==> config.mk <==
export PLATFORM = sky130hd
export DESIGN_NAME = div_sign_ctrl
export DESIGN_NICKNAME = d
export VERILOG_FILES = /design/src/rtl/div_pkg.sv /design/src/rtl/div_meta_pipe.sv /design/src/rtl/div_sign_ctrl.sv
export SDC_FILE = /design/constraint.sdc
export NUM_CORES = 1
export LEC_CHECK = 0
export ABC_AREA = 0
export CORE_MARGIN = 5
export CORE_UTILIZATION = 50
export DETAILED_ROUTE_END_ITERATION = 6
export GPL_TIMING_DRIVEN = 0
export PLACE_DENSITY = 0.87
export SYNTH_ARGS = -nofsm -noshare
export SYNTH_HDL_FRONTEND = slang
export SYNTH_HIERARCHICAL = 1
export SYNTH_SLANG_ARGS = --single-unit
==> constraint.sdc <==
create_clock -name clk -period 3.4 [get_ports clk]
set_input_delay 0.68 -clock clk [delete_from_list [all_inputs] [get_ports clk]]
set_output_delay 0.68 -clock clk [all_outputs]
set_load 0.02 [all_outputs]
==> src/rtl/div_pkg.sv <==
// Shared definitions for the divider sign controller: op encoding, default latency,
// pipeline metadata record and small arithmetic helpers.
package div_pkg;

  localparam int unsigned DefaultLatency = 8;

  // Matches funct3[1:0] of the RISC-V M-extension divide group.
  typedef enum logic [1:0] {
    OpDiv  = 2'b00,
    OpDivu = 2'b01,
    OpRem  = 2'b10,
    OpRemu = 2'b11
  } div_op_e;

  typedef struct packed {
    logic        valid;
    div_op_e     op;
    logic        neg_q;
    logic        neg_r;
    logic        dbz;
    logic        ovf;
    logic [31:0] rs1;
  } div_meta_t;

  function automatic logic op_is_signed(input div_op_e op);
    return (op == OpDiv) || (op == OpRem);
  endfunction

  function automatic logic op_is_rem(input div_op_e op);
    return (op == OpRem) || (op == OpRemu);
  endfunction

  function automatic logic [31:0] neg32(input logic [31:0] v);
    return ~v + 32'd1;
  endfunction

  // |0x80000000| wraps back to 0x80000000, which the unsigned divider handles correctly.
  function automatic logic [31:0] abs32(input logic [31:0] v);
    return v[31] ? neg32(v) : v;
  endfunction

endpackage

==> src/rtl/div_meta_pipe.sv <==
// Stallable metadata shift register that runs in lockstep with the divider datapath.
module div_meta_pipe
  import div_pkg::*;
#(
  parameter int unsigned DEPTH = DefaultLatency,
  parameter int unsigned TAG_W = 5
) (
  input  logic             clk_i,
  input  logic             rst_ni,
  input  logic             stall_i,
  input  div_meta_t        meta_i,
  input  logic [TAG_W-1:0] tag_i,
  output div_meta_t        meta_o,
  output logic [TAG_W-1:0] tag_o,
  output logic             busy_o
);

  div_meta_t [DEPTH-1:0]             meta_q;
  logic      [DEPTH-1:0][TAG_W-1:0] tag_q;

  always_ff @(posedge clk_i or negedge rst_ni) begin
    if (!rst_ni) begin
      meta_q <= '0;
      tag_q  <= '0;
    end else if (!stall_i) begin
      meta_q[0] <= meta_i;
      tag_q[0]  <= tag_i;
      for (int unsigned i = 1; i < DEPTH; i++) begin
        meta_q[i] <= meta_q[i-1];
        tag_q[i]  <= tag_q[i-1];
      end
    end
  end

  always_comb begin
    busy_o = 1'b0;
    for (int unsigned i = 0; i < DEPTH; i++) begin
      busy_o = busy_o | meta_q[i].valid;
    end
  end

  assign meta_o = meta_q[DEPTH-1];
  assign tag_o  = tag_q[DEPTH-1];

endmodule

==> src/rtl/div_sign_ctrl.sv <==
// Sign/exception wrapper around an unsigned multi-cycle divider.
// Define DIV_SIGN_OUT_REG_EN to register o_valid/o_result/o_tag (one extra cycle of latency).
module div_sign_ctrl
  import div_pkg::*;
#(
  parameter int unsigned LATENCY = DefaultLatency,
  parameter int unsigned TAG_W   = 5
) (
  input  logic             clk,
  input  logic             rst,
  input  logic             stall,
  input  logic             i_valid,
  input  logic [1:0]       i_op,
  input  logic [31:0]      i_rs1,
  input  logic [31:0]      i_rs2,
  input  logic [TAG_W-1:0] i_tag,
  output logic [31:0]      o_div_dividend,
  output logic [31:0]      o_div_divisor,
  input  logic [31:0]      i_div_quotient,
  input  logic [31:0]      i_div_remainder,
  output logic             o_valid,
  output logic [31:0]      o_result,
  output logic [TAG_W-1:0] o_tag,
  output logic             o_busy
);

  div_op_e          op;
  logic             is_signed;
  div_meta_t        meta_in;
  div_meta_t        tail;
  logic [TAG_W-1:0] tail_tag;
  logic             pipe_busy;
  logic [31:0]      result;

  assign op        = div_op_e'(i_op);
  assign is_signed = op_is_signed(op);

  assign o_div_dividend = is_signed ? abs32(i_rs1) : i_rs1;
  assign o_div_divisor  = is_signed ? abs32(i_rs2) : i_rs2;

  always_comb begin
    meta_in       = '0;
    meta_in.valid = i_valid;
    meta_in.op    = op;
    meta_in.neg_q = is_signed & (i_rs1[31] ^ i_rs2[31]) & (i_rs2 != 32'd0);
    meta_in.neg_r = is_signed & i_rs1[31];
    meta_in.dbz   = (i_rs2 == 32'd0);
    meta_in.ovf   = is_signed & (i_rs1 == 32'h8000_0000) & (i_rs2 == 32'hFFFF_FFFF);
    meta_in.rs1   = i_rs1;
  end

  div_meta_pipe #(
    .DEPTH(LATENCY),
    .TAG_W(TAG_W)
  ) u_meta_pipe (
    .clk_i  (clk),
    .rst_ni (rst),
    .stall_i(stall),
    .meta_i (meta_in),
    .tag_i  (i_tag),
    .meta_o (tail),
    .tag_o  (tail_tag),
    .busy_o (pipe_busy)
  );

  // Divide-by-zero outranks overflow; both override the raw divider output.
  always_comb begin
    result = '0;
    if (tail.dbz) begin
      result = op_is_rem(tail.op) ? tail.rs1 : 32'hFFFF_FFFF;
    end else if (tail.ovf) begin
      result = op_is_rem(tail.op) ? 32'd0 : 32'h8000_0000;
    end else if (op_is_rem(tail.op)) begin
      result = tail.neg_r ? neg32(i_div_remainder) : i_div_remainder;
    end else begin
      result = tail.neg_q ? neg32(i_div_quotient) : i_div_quotient;
    end
  end

`ifdef DIV_SIGN_OUT_REG_EN
  logic             valid_q;
  logic [31:0]      result_d, result_q;
  logic [TAG_W-1:0] tag_d, tag_q;

  assign result_d = tail.valid ? result : '0;
  assign tag_d    = tail.valid ? tail_tag : '0;

  always_ff @(posedge clk or negedge rst) begin
    if (!rst) begin
      valid_q  <= 1'b0;
      result_q <= '0;
      tag_q    <= '0;
    end else if (!stall) begin
      valid_q  <= tail.valid;
      result_q <= result_d;
      tag_q    <= tag_d;
    end
  end

  assign o_valid  = valid_q;
  assign o_result = result_q;
  assign o_tag    = tag_q;
  assign o_busy   = pipe_busy | valid_q;
`else
  // Gate payload with valid so idle and reset outputs read as zero.
  assign o_valid  = tail.valid;
  assign o_result = tail.valid ? result : '0;
  assign o_tag    = tail.valid ? tail_tag : '0;
  assign o_busy   = pipe_busy;
`endif

endmodule

==> impl_metrics.tcl <==
set metrics [dict create \
    run_status "finished, violations left" \
    portBuffers 240 \
    insertion_delay_ps 560 \
    grt_usage_pct 22.1 \
    ctsHoldBuffers 0 \
    slowest_delay_ps 560 \
    max_freq_mhz 264 \
    r2r-end "u_meta_pipe/meta_o[35]" \
    ant_nets 0 \
    cts_tree "built" \
    power_density_nw_per_um2 619 \
    hp-class "in -> async" \
    hold_viol_final 0 \
    place_congestion 0.888 \
    die_w_um 193 \
    criticalPathCategory "in -> out" \
    skew_ps 12.2 \
    grt_first_pass_wirelength_um 69700 \
    drt-initial-drc-count 659 \
    grt_max_degree 137 \
    worst_pin_slew_ps 762 \
    fin_util_pct 66.9 \
    initial_core_util_pct 50.4 \
    design.core.area_sq_um 33400 \
    r2r-start "u_meta_pipe/meta_o[35]" \
    cp_common_cell "or4_4" \
    slew_viol_final 0 \
    path_buf_inv 2 \
    rsz0062_at_grt "true" \
    violations "setup timing" \
    worst_r2r_path_depth 1 \
    wire_per_inst_um 20.2 \
    ir_worst_vdd_uv 315 \
    numCtsBuffers 31 \
    vias 11872 \
    layout.nets 1807 \
    cp_top_family "simple AND/OR/NAND/NOR gates" \
    first_pass_iters 5 \
    avgSynthCellArea_sq_um 12.7 \
    root_buffer "clkbuf_16" \
    setup_viol 20 \
    arrival_ps 3110 \
    r2r_setup_slack_ps 2540 \
    path_clk_slew_ps 60 \
    numClockSinks 344 \
    grt_pass1_vias 12878 \
    maxCapViolCount 0 \
    hold_slack_ps 134 \
    grt_overflow 0 \
    min_period_over_period_pct 111 \
    yosys_warnings 6 \
    die_h_um 193 \
    critPathRequiredTime_ps 2720 \
    synthesis.nets 1468 \
    crit_chain "buf_8 > or4_4 > or4_4 > or4_4 > a211oi_2 > o21ai_1 > a31oi_2 > buf_4" \
    layout-drive-gt1-share_pct 47.0 \
    via_per_inst 5.56 \
    period_needed_ps 3790 \
    worstSetupStartpointType "input port" \
    critPathCaptureType "primary output" \
    area_delta_synth_final_pct 32.8 \
    die_area_sq_um 37400 \
    cts_max_level 1 \
    synthCells 1324 \
    critical_path.slowest_cell "or4_4" \
    wirelength_um 43100 \
    dpl.hpwl_um 29600 \
    path_max_fanout 5 \
    clockBufferDepth 3 \
    antenna_found_initial 0 \
    slew_headroom_pct 49.2 \
    drc 0 \
    rows 67 \
    fin_ws_ps -387 \
    synthesis.area_sq_um 16800 \
    static-leakage-power_nw 9.57 \
    ios 242 \
]
[state kept, by name (all words and copies together), names as in the netlist]
name,flops
u_meta_pipe/meta_o,38
u_meta_pipe/tag_q,35
u_meta_pipe/tag_o,5
u_meta_pipe/meta_q,266
[per-stage QoR]
step                      setup TNS, ps  instances  power, mW  worst slack (ps)  cell area [sq um]
after floorplan                    -291       1324       8.25              -132              16800
after global placement         -4221640       2012       9.74            -12110              19800
after detailed placement         -67520       2014       9.95             -1360              19900
after CTS                         -2540       2115       13.7              -382              21900
after global routing              -4560       2135       14.5              -374              22300
final                             -3170       2136       13.8              -387              22300
[routing by layer]
metal / track usage [%] / routed length (um)
met2: 38.0 / 21300
met4: 6.92 / 1150
met1: 29.1 / 18200
met5: 0 / 0
met3: 3.41 / 2450
[cell usage in the layout, fill, tap and decap left out, drive strengths merged, types with 24 or more instances in the layout]
master         instances
dfrtp                344
mux2                 344
buf                  238
clkbuf                86
clkdlybuf4s50         75
xnor2                 69
o21ai                 52
nor2                  49
xor2                  47
nand2                 40
dlygate4sd2           36
a21oi                 35
o31ai                 28
o41ai                 24
[power by group]
part	internal (mW)	leakage [nW]	switching, mW
Sequential	5.13	4.12	0.614
Combinational	2.28	4.91	2.16
Clock	2.19	0.537	1.44
[what timing repair did]
item / 4_1_cts / 5_1_grt
cloned: 2 / 0
setup buffers: 45 / 22
gates resized for setup: 638 / 138
pin swaps: 71 / 63
endpoints found under the setup margin: 96 / 84
[how the worst max path moves through the flow]
stage | start | endpoint | slack, ps | cells after the start
floorplan | i_div_remainder[15] | o_result[31] | -130 | 7
global placement | rst | u_meta_pipe/meta_q[25] | -12110 | 1
detailed placement | i_div_quotient[12] | o_result[31] | -1360 | 8
CTS | i_div_remainder[27] | o_result[31] | -380 | 8
global route | i_div_remainder[16] | o_result[31] | -370 | 8
finish | i_div_remainder[16] | o_result[31] | -390 | 8
[layout make-up]
class	instances	area, sq um
multi-input cells	849	8330
clock buffers	47	936
repair buffers	310	2760
inverters	16	60.1
plain buffers	111	921
diodes	1	2.50
fillers	2337	11000
well taps	448	561
clock inverters	10	153
flip-flops and latches	344	8610
(Power assumes the default switching activity.)
